## src/rtl/dmem_responder.sv

```systemverilog
// Data-memory responder for the MIPS load/store port: one request at a time, a programmable
// wait, then a byte-enabled read/write on an internal word array with misalign/range errors.
module dmem_responder #(
    parameter int unsigned DEPTH_WORDS = 64,
    parameter int unsigned LATENCY     = 2
) (
    input  logic        clk,
    input  logic        reset,
    input  logic        req_valid,
    output logic        req_ready,
    input  logic        req_we,
    input  logic [31:0] req_addr,
    input  logic [31:0] req_wdata,
    input  logic [3:0]  req_be,
    output logic        rsp_valid,
    input  logic        rsp_ready,
    output logic [31:0] rsp_rdata,
    output logic        rsp_err
);

    localparam int unsigned IdxW   = (DEPTH_WORDS > 1) ? $clog2(DEPTH_WORDS) : 1;
    localparam logic [3:0]  LatCnt = 4'(LATENCY);

    typedef enum logic [1:0] {StIdle, StWait, StResp} state_e;

    state_e      state_q, state_d;
    logic [3:0]  cnt_q, cnt_d;
    logic        accept, commit;

    logic        we_q;
    logic [31:0] addr_q, wdata_q;
    logic [3:0]  be_q;

    logic        rsp_valid_q;
    logic [31:0] rdata_q, rdata_d;
    logic        err_q, err_d;

    logic        c_we;
    logic [31:0] c_addr, c_wdata;
    logic [3:0]  c_be;
    logic        c_err;
    logic [IdxW-1:0] c_idx;
    logic        mem_we;

    logic [31:0] mem [DEPTH_WORDS];

    always_comb begin
        state_d = state_q;
        cnt_d   = cnt_q;
        accept  = 1'b0;
        commit  = 1'b0;
        unique case (state_q)
            StIdle: begin
                if (req_valid) begin
                    accept = 1'b1;
                    cnt_d  = LatCnt;
                    if (LatCnt == 4'd0) begin
                        state_d = StResp;
                        commit  = 1'b1;
                    end else begin
                        state_d = StWait;
                    end
                end
            end
            StWait: begin
                cnt_d = cnt_q - 4'd1;
                if (cnt_q <= 4'd1) begin
                    state_d = StResp;
                    commit  = 1'b1;
                end
            end
            StResp: begin
                if (rsp_ready) begin
                    state_d = StIdle;
                end
            end
            default: state_d = StIdle;
        endcase
    end

    // With zero latency the commit happens on the accept edge, so use the live request.
    always_comb begin
        if (state_q == StIdle) begin
            c_we    = req_we;
            c_addr  = req_addr;
            c_wdata = req_wdata;
            c_be    = req_be;
        end else begin
            c_we    = we_q;
            c_addr  = addr_q;
            c_wdata = wdata_q;
            c_be    = be_q;
        end
        c_err  = (c_addr[1:0] != 2'b00) || (c_addr[31:2] >= 30'(DEPTH_WORDS));
        c_idx  = c_addr[IdxW+1:2];
        mem_we = commit && c_we && !c_err;
    end

    always_comb begin
        rdata_d = rdata_q;
        err_d   = err_q;
        if (commit) begin
            err_d   = c_err;
            rdata_d = (c_err || c_we) ? 32'h0 : mem[c_idx];
        end
    end

    always_ff @(posedge clk or posedge reset) begin
        if (reset) begin
            state_q     <= StIdle;
            cnt_q       <= 4'd0;
            we_q        <= 1'b0;
            addr_q      <= 32'h0;
            wdata_q     <= 32'h0;
            be_q        <= 4'h0;
            rsp_valid_q <= 1'b0;
            rdata_q     <= 32'h0;
            err_q       <= 1'b0;
        end else begin
            state_q     <= state_d;
            cnt_q       <= cnt_d;
            rsp_valid_q <= (state_d == StResp);
            rdata_q     <= rdata_d;
            err_q       <= err_d;
            if (accept) begin
                we_q    <= req_we;
                addr_q  <= req_addr;
                wdata_q <= req_wdata;
                be_q    <= req_be;
            end
        end
    end

    // Array is not cleared, but a write must never land while reset is asserted.
    always_ff @(posedge clk or posedge reset) begin
        if (reset) begin
        end else if (mem_we) begin
            for (int i = 0; i < 4; i++) begin
                if (c_be[i]) begin
                    mem[c_idx][8*i +: 8] <= c_wdata[8*i +: 8];
                end
            end
        end
    end

    assign req_ready = (state_q == StIdle);
    assign rsp_valid = rsp_valid_q;
    assign rsp_rdata = rdata_q;
    assign rsp_err   = err_q;

endmodule

```

## config.mk

```make
export PLATFORM = sky130hd
export DESIGN_NAME = dmem_responder
export DESIGN_NICKNAME = d
export VERILOG_FILES = /design/src/rtl/dmem_responder.sv
export SDC_FILE = /design/constraint.sdc
export NUM_CORES = 2
export LEC_CHECK = 0
export CAP_MARGIN = 20
export CELL_PAD_IN_SITES_DETAIL_PLACEMENT = 0
export CELL_PAD_IN_SITES_GLOBAL_PLACEMENT = 1
export CORE_AREA = 2 2 486 488
export DETAILED_ROUTE_END_ITERATION = 10
export DIE_AREA = 0 0 488 490
export GPL_ROUTABILITY_DRIVEN = 0
export PLACE_DENSITY = 0.65
export SLEW_MARGIN = 20
export SYNTH_ARGS = -nofsm -noshare
export SYNTH_HDL_FRONTEND = slang
export SYNTH_SLANG_ARGS = --single-unit
```

## constraint.sdc

```tcl
create_clock -name clk -period 6.2 [get_ports clk]
set_clock_uncertainty 0.05 [all_clocks]
set_input_delay 0.62 -clock clk [delete_from_list [all_inputs] [get_ports clk]]
set_output_delay 0.62 -clock clk [all_outputs]
set_load 0.05 [all_outputs]
```

==> flow_summary.yaml <==
clock_tree:
  postCtsSetupBuffers: 0
  cts_hold_buffers: 0
  cts_htree_levels: 4
  clk_latency_ns: 0.86
  numCtsBuffers: 210
  tritoncts: "built"
  clk_pin_slew_worst_paths_ns: 0.06
  root_buffer: "clkbuf_16"
  clock-sinks: 2157
  cts_max_path_buffers: 3
  cts_resized: 0
setup_path:
  path_common_cell: "buf_4"
  required_ns: 6.62
  crit_path_start: "state_q[0]$_DFF_PP0_"
  cp-end-kind: "register"
  path_cells: "or2_2 -> inv_2 -> buf_4 -> mux2_2 -> or3_2 -> buf_4 -> nor3_1"
  cp.arrival_ns: 4.97
  critical_path_class: "reg2reg"
  startpoint_type: "register"
  cpPeakStageDelay_ns: 0.94
  r2r_cells: 7
  rr_startpoint: "state_q[0]$_DFF_PP0_"
  path_buf_inv: 3
  cpLargestDelayFamily: "simple AND/OR/NAND/NOR gates"
  crit_end: "mem[53][2]$_DFFE_PP_"
  r2r_end: "mem[53][2]$_DFFE_PP_"
  critPathSlowestCell: "or3_2"
  r2r_slack_ns: 1.64
  worstPathMaxFanout: 29
  crit_cells: 7
floorplan:
  ios: 108
  dieWidth_um: 488
  die-area_sq_um: 239000
  num_rows: 178
  fp.dieH_um: 490
  core_sq_um: 234000
  initial_core_util: 0.348
synth:
  syn_nets: 5518
  netlist-cell-type-count: 77
  synthTopCellsByArea: "edfxtp_1 75%, o22ai_1 5.0%, nand2_1 3.9%, dfrtp_1 3.3%, a31oi_1 1.5%"
  synth_seq_cells: 2157
  synth_top_cell_by_area: "edfxtp_1"
  ys_top_cells_by_count: "2048 x edfxtp_1, 854 x nand2_1, 651 x o22ai_1"
  synth_ff_type: "edfxtp_1"
  synth.most_common_cell: "edfxtp_1"
  syn_area_per_cell_sq_um: 15.0
  yosysSeqAreaShare: 0.788
  synth_edf_count: 2048
  yosysWarnings: 0
  synthCells: 5443
  async_flop_share: 0.0505
  synth_area_sq_um: 81500
  synth_top_area_frac: 0.755
route:
  ant_nets: 0
  vias_per_cell: 5.74
  drcViolationCount: 0
  firstDrtPassIters: 8
  drt-total-wl_um: 263000
  wl_per_cell_um: 29.2
  drtIter0Drc: 6546
  vias: 51860
timing:
  max_freq_mhz: 219
  relSlewSlack: 0.190
  finalHoldViolCount: 0
  period_share: 0.735
  tightestPinTransition_ns: 1.21
  whs_ns: 0.270
  setup_violations: 0
  min_period_ns: 4.56
  rsz0062_at_grt: "false"
  report.final.slew_viol_count: 0
  fin_setup_tns_ns: 0
power_and_ir_drop:
  power.leakage_nw: 30.7
  ir_drop_uv: 609
  switchingPower_mw: 18.6
  power.density_nw_per_um2: 512
  pwr-share-comb: 0.338
  p_int_mw: 30.0
  seqPwrFrac: 0.399
  clkPwrFrac: 0.263
  power.total_mw: 48.5
  swShare: 0.382
min_path:
  hold_path_depth: 3
  hold_class: "in2reg"
global_route:
  grt_antenna_before_repair: 7
  grt_max_degree: 75
  grtUsageTotal: 0.215
  grt_pass1_wl_um: 375000
  grt_pass1_vias: 50220
  grt_remaining_overflow: 0
job:
  cap_violations: 0
place:
  hpwl_um: 155000
  port_buffers: 107
cells_and_area:
  area_delta_synth_final_pct: 16.4
  drive_gt1_frac: 0.125
  n_fill_cell: 21309
  layout.nets: 5774
outcome:
  status: "finished, final reports clean"
## per-stage QoR
| stage | instances | setup slack (ns) | utilization | cell area (sq um) |
|---|---|---|---|---|
| after floorplan | 5443 | 2.66 | - | 81500 |
| final | 9033 | 1.64 | 0.405 | 94800 |
| after global routing | 9028 | 1.41 | 0.405 | 94800 |
| after detailed placement | 8636 | 1.02 | 0.376 | 88000 |
| after CTS | 9027 | 1.47 | 0.405 | 94800 |
| after global placement | 8634 | 1.01 | 0.376 | 87900 |
## power groups by stage
stage          registers (mW)  logic [mW]  clock network, mW
2_1_floorplan            19.8        8.16                  0
3_5_place_dp             19.7        16.2                  0
5_1_grt                  19.4        17.2               13.4
6_report                 19.4        16.4               12.8
3_3_place_gp             19.7        16.0                  0
4_1_cts                  19.4        16.2               12.9
## registers in the layout, indices dropped and copies added (netlist names)
| signal | flops |
|---|---|
| rsp_valid | 1 |
| we_q | 1 |
| wdata_q | 32 |
| be_q | 4 |
| rsp_rdata | 32 |
| addr_q | 32 |
| state_q | 2 |
| mem | 2048 |
| rsp_err | 1 |
| cnt_q | 4 |
## worst min path at each step
stage | slack, ns | from | endpoint
after global placement | 0.41 | wdata_q[7]$_DFFE_PP0P_ | wdata_q[7]$_DFFE_PP0P_
final | 0.27 | req_wdata[24] | wdata_q[24]$_DFFE_PP0P_
after CTS | 0.23 | req_wdata[24] | wdata_q[24]$_DFFE_PP0P_
after floorplan | 0.39 | addr_q[6]$_DFFE_PP0P_ | addr_q[6]$_DFFE_PP0P_
after detailed placement | 0.41 | we_q$_DFFE_PP0P_ | we_q$_DFFE_PP0P_
after global routing | 0.26 | req_addr[9] | addr_q[9]$_DFFE_PP0P_
## placed cells by master, fill, tap and decap left out, drive strengths merged, types with 12 or more instances in the layout
cell and count:
a211oi 56, a21oi 167, a22oi 12, a31oi 195, a32o 33, a32oi 23
and3 50, buf 328, bufinv 19, clkbuf 286, clkdlybuf4s50 107, clkinv 78
dfrtp 109, edfxtp 2048, inv 20, mux2i 37, nand2 856, nand3 51
nor2 257, nor3 235, nor4 83, o21ai 27, o221ai 12, o22a 13
o22ai 651
## metal layers
layer,global-route usage,share of wire
met1,0.302,0.41
met2,0.342,0.47
met3,0.0398,0.091
met4,0.0592,0.027
met5,0.000201,0
## worst reg2reg max path, stage by stage, from the launching register on
cell,delay [ns]
dfrtp_1,0.37
or2_2,0.31
inv_2,0.33
buf_4,0.43
mux2_2,0.48
or3_2,0.94
buf_4,0.43
nor3_1,0.84
## layout make-up
| class | instances | area (sq um) | share of cell area |
|---|---|---|---|
| antenna | 5 | 12.5 | 0.000132 |
| clock buffer | 285 | 5720 | 0.0604 |
| clock inverter | 106 | 1070 | 0.0113 |
| inverter | 14 | 57.6 | 0.000607 |
| multi-input combinational | 2880 | 15900 | 0.168 |
| sequential | 2157 | 64200 | 0.677 |
| tap | 3150 | 3940 | 0.0416 |
| timing repair buffer | 436 | 3900 | 0.0411 |
## kinds of logic after synthesis
| logic type | synth area share |
|---|---|
| xor gates and xnor gates | 0.000108 |
| and+or+nand+nor | 0.0834 |
| DFF | 0.788 |
| buffers and inverters | 0.0217 |
| muxes | 0.00510 |
| adders and majority gates | 0.000307 |
| AOI/OAI and AO/OA | 0.101 |
Note: power is estimated with default switching activity, not from simulation.
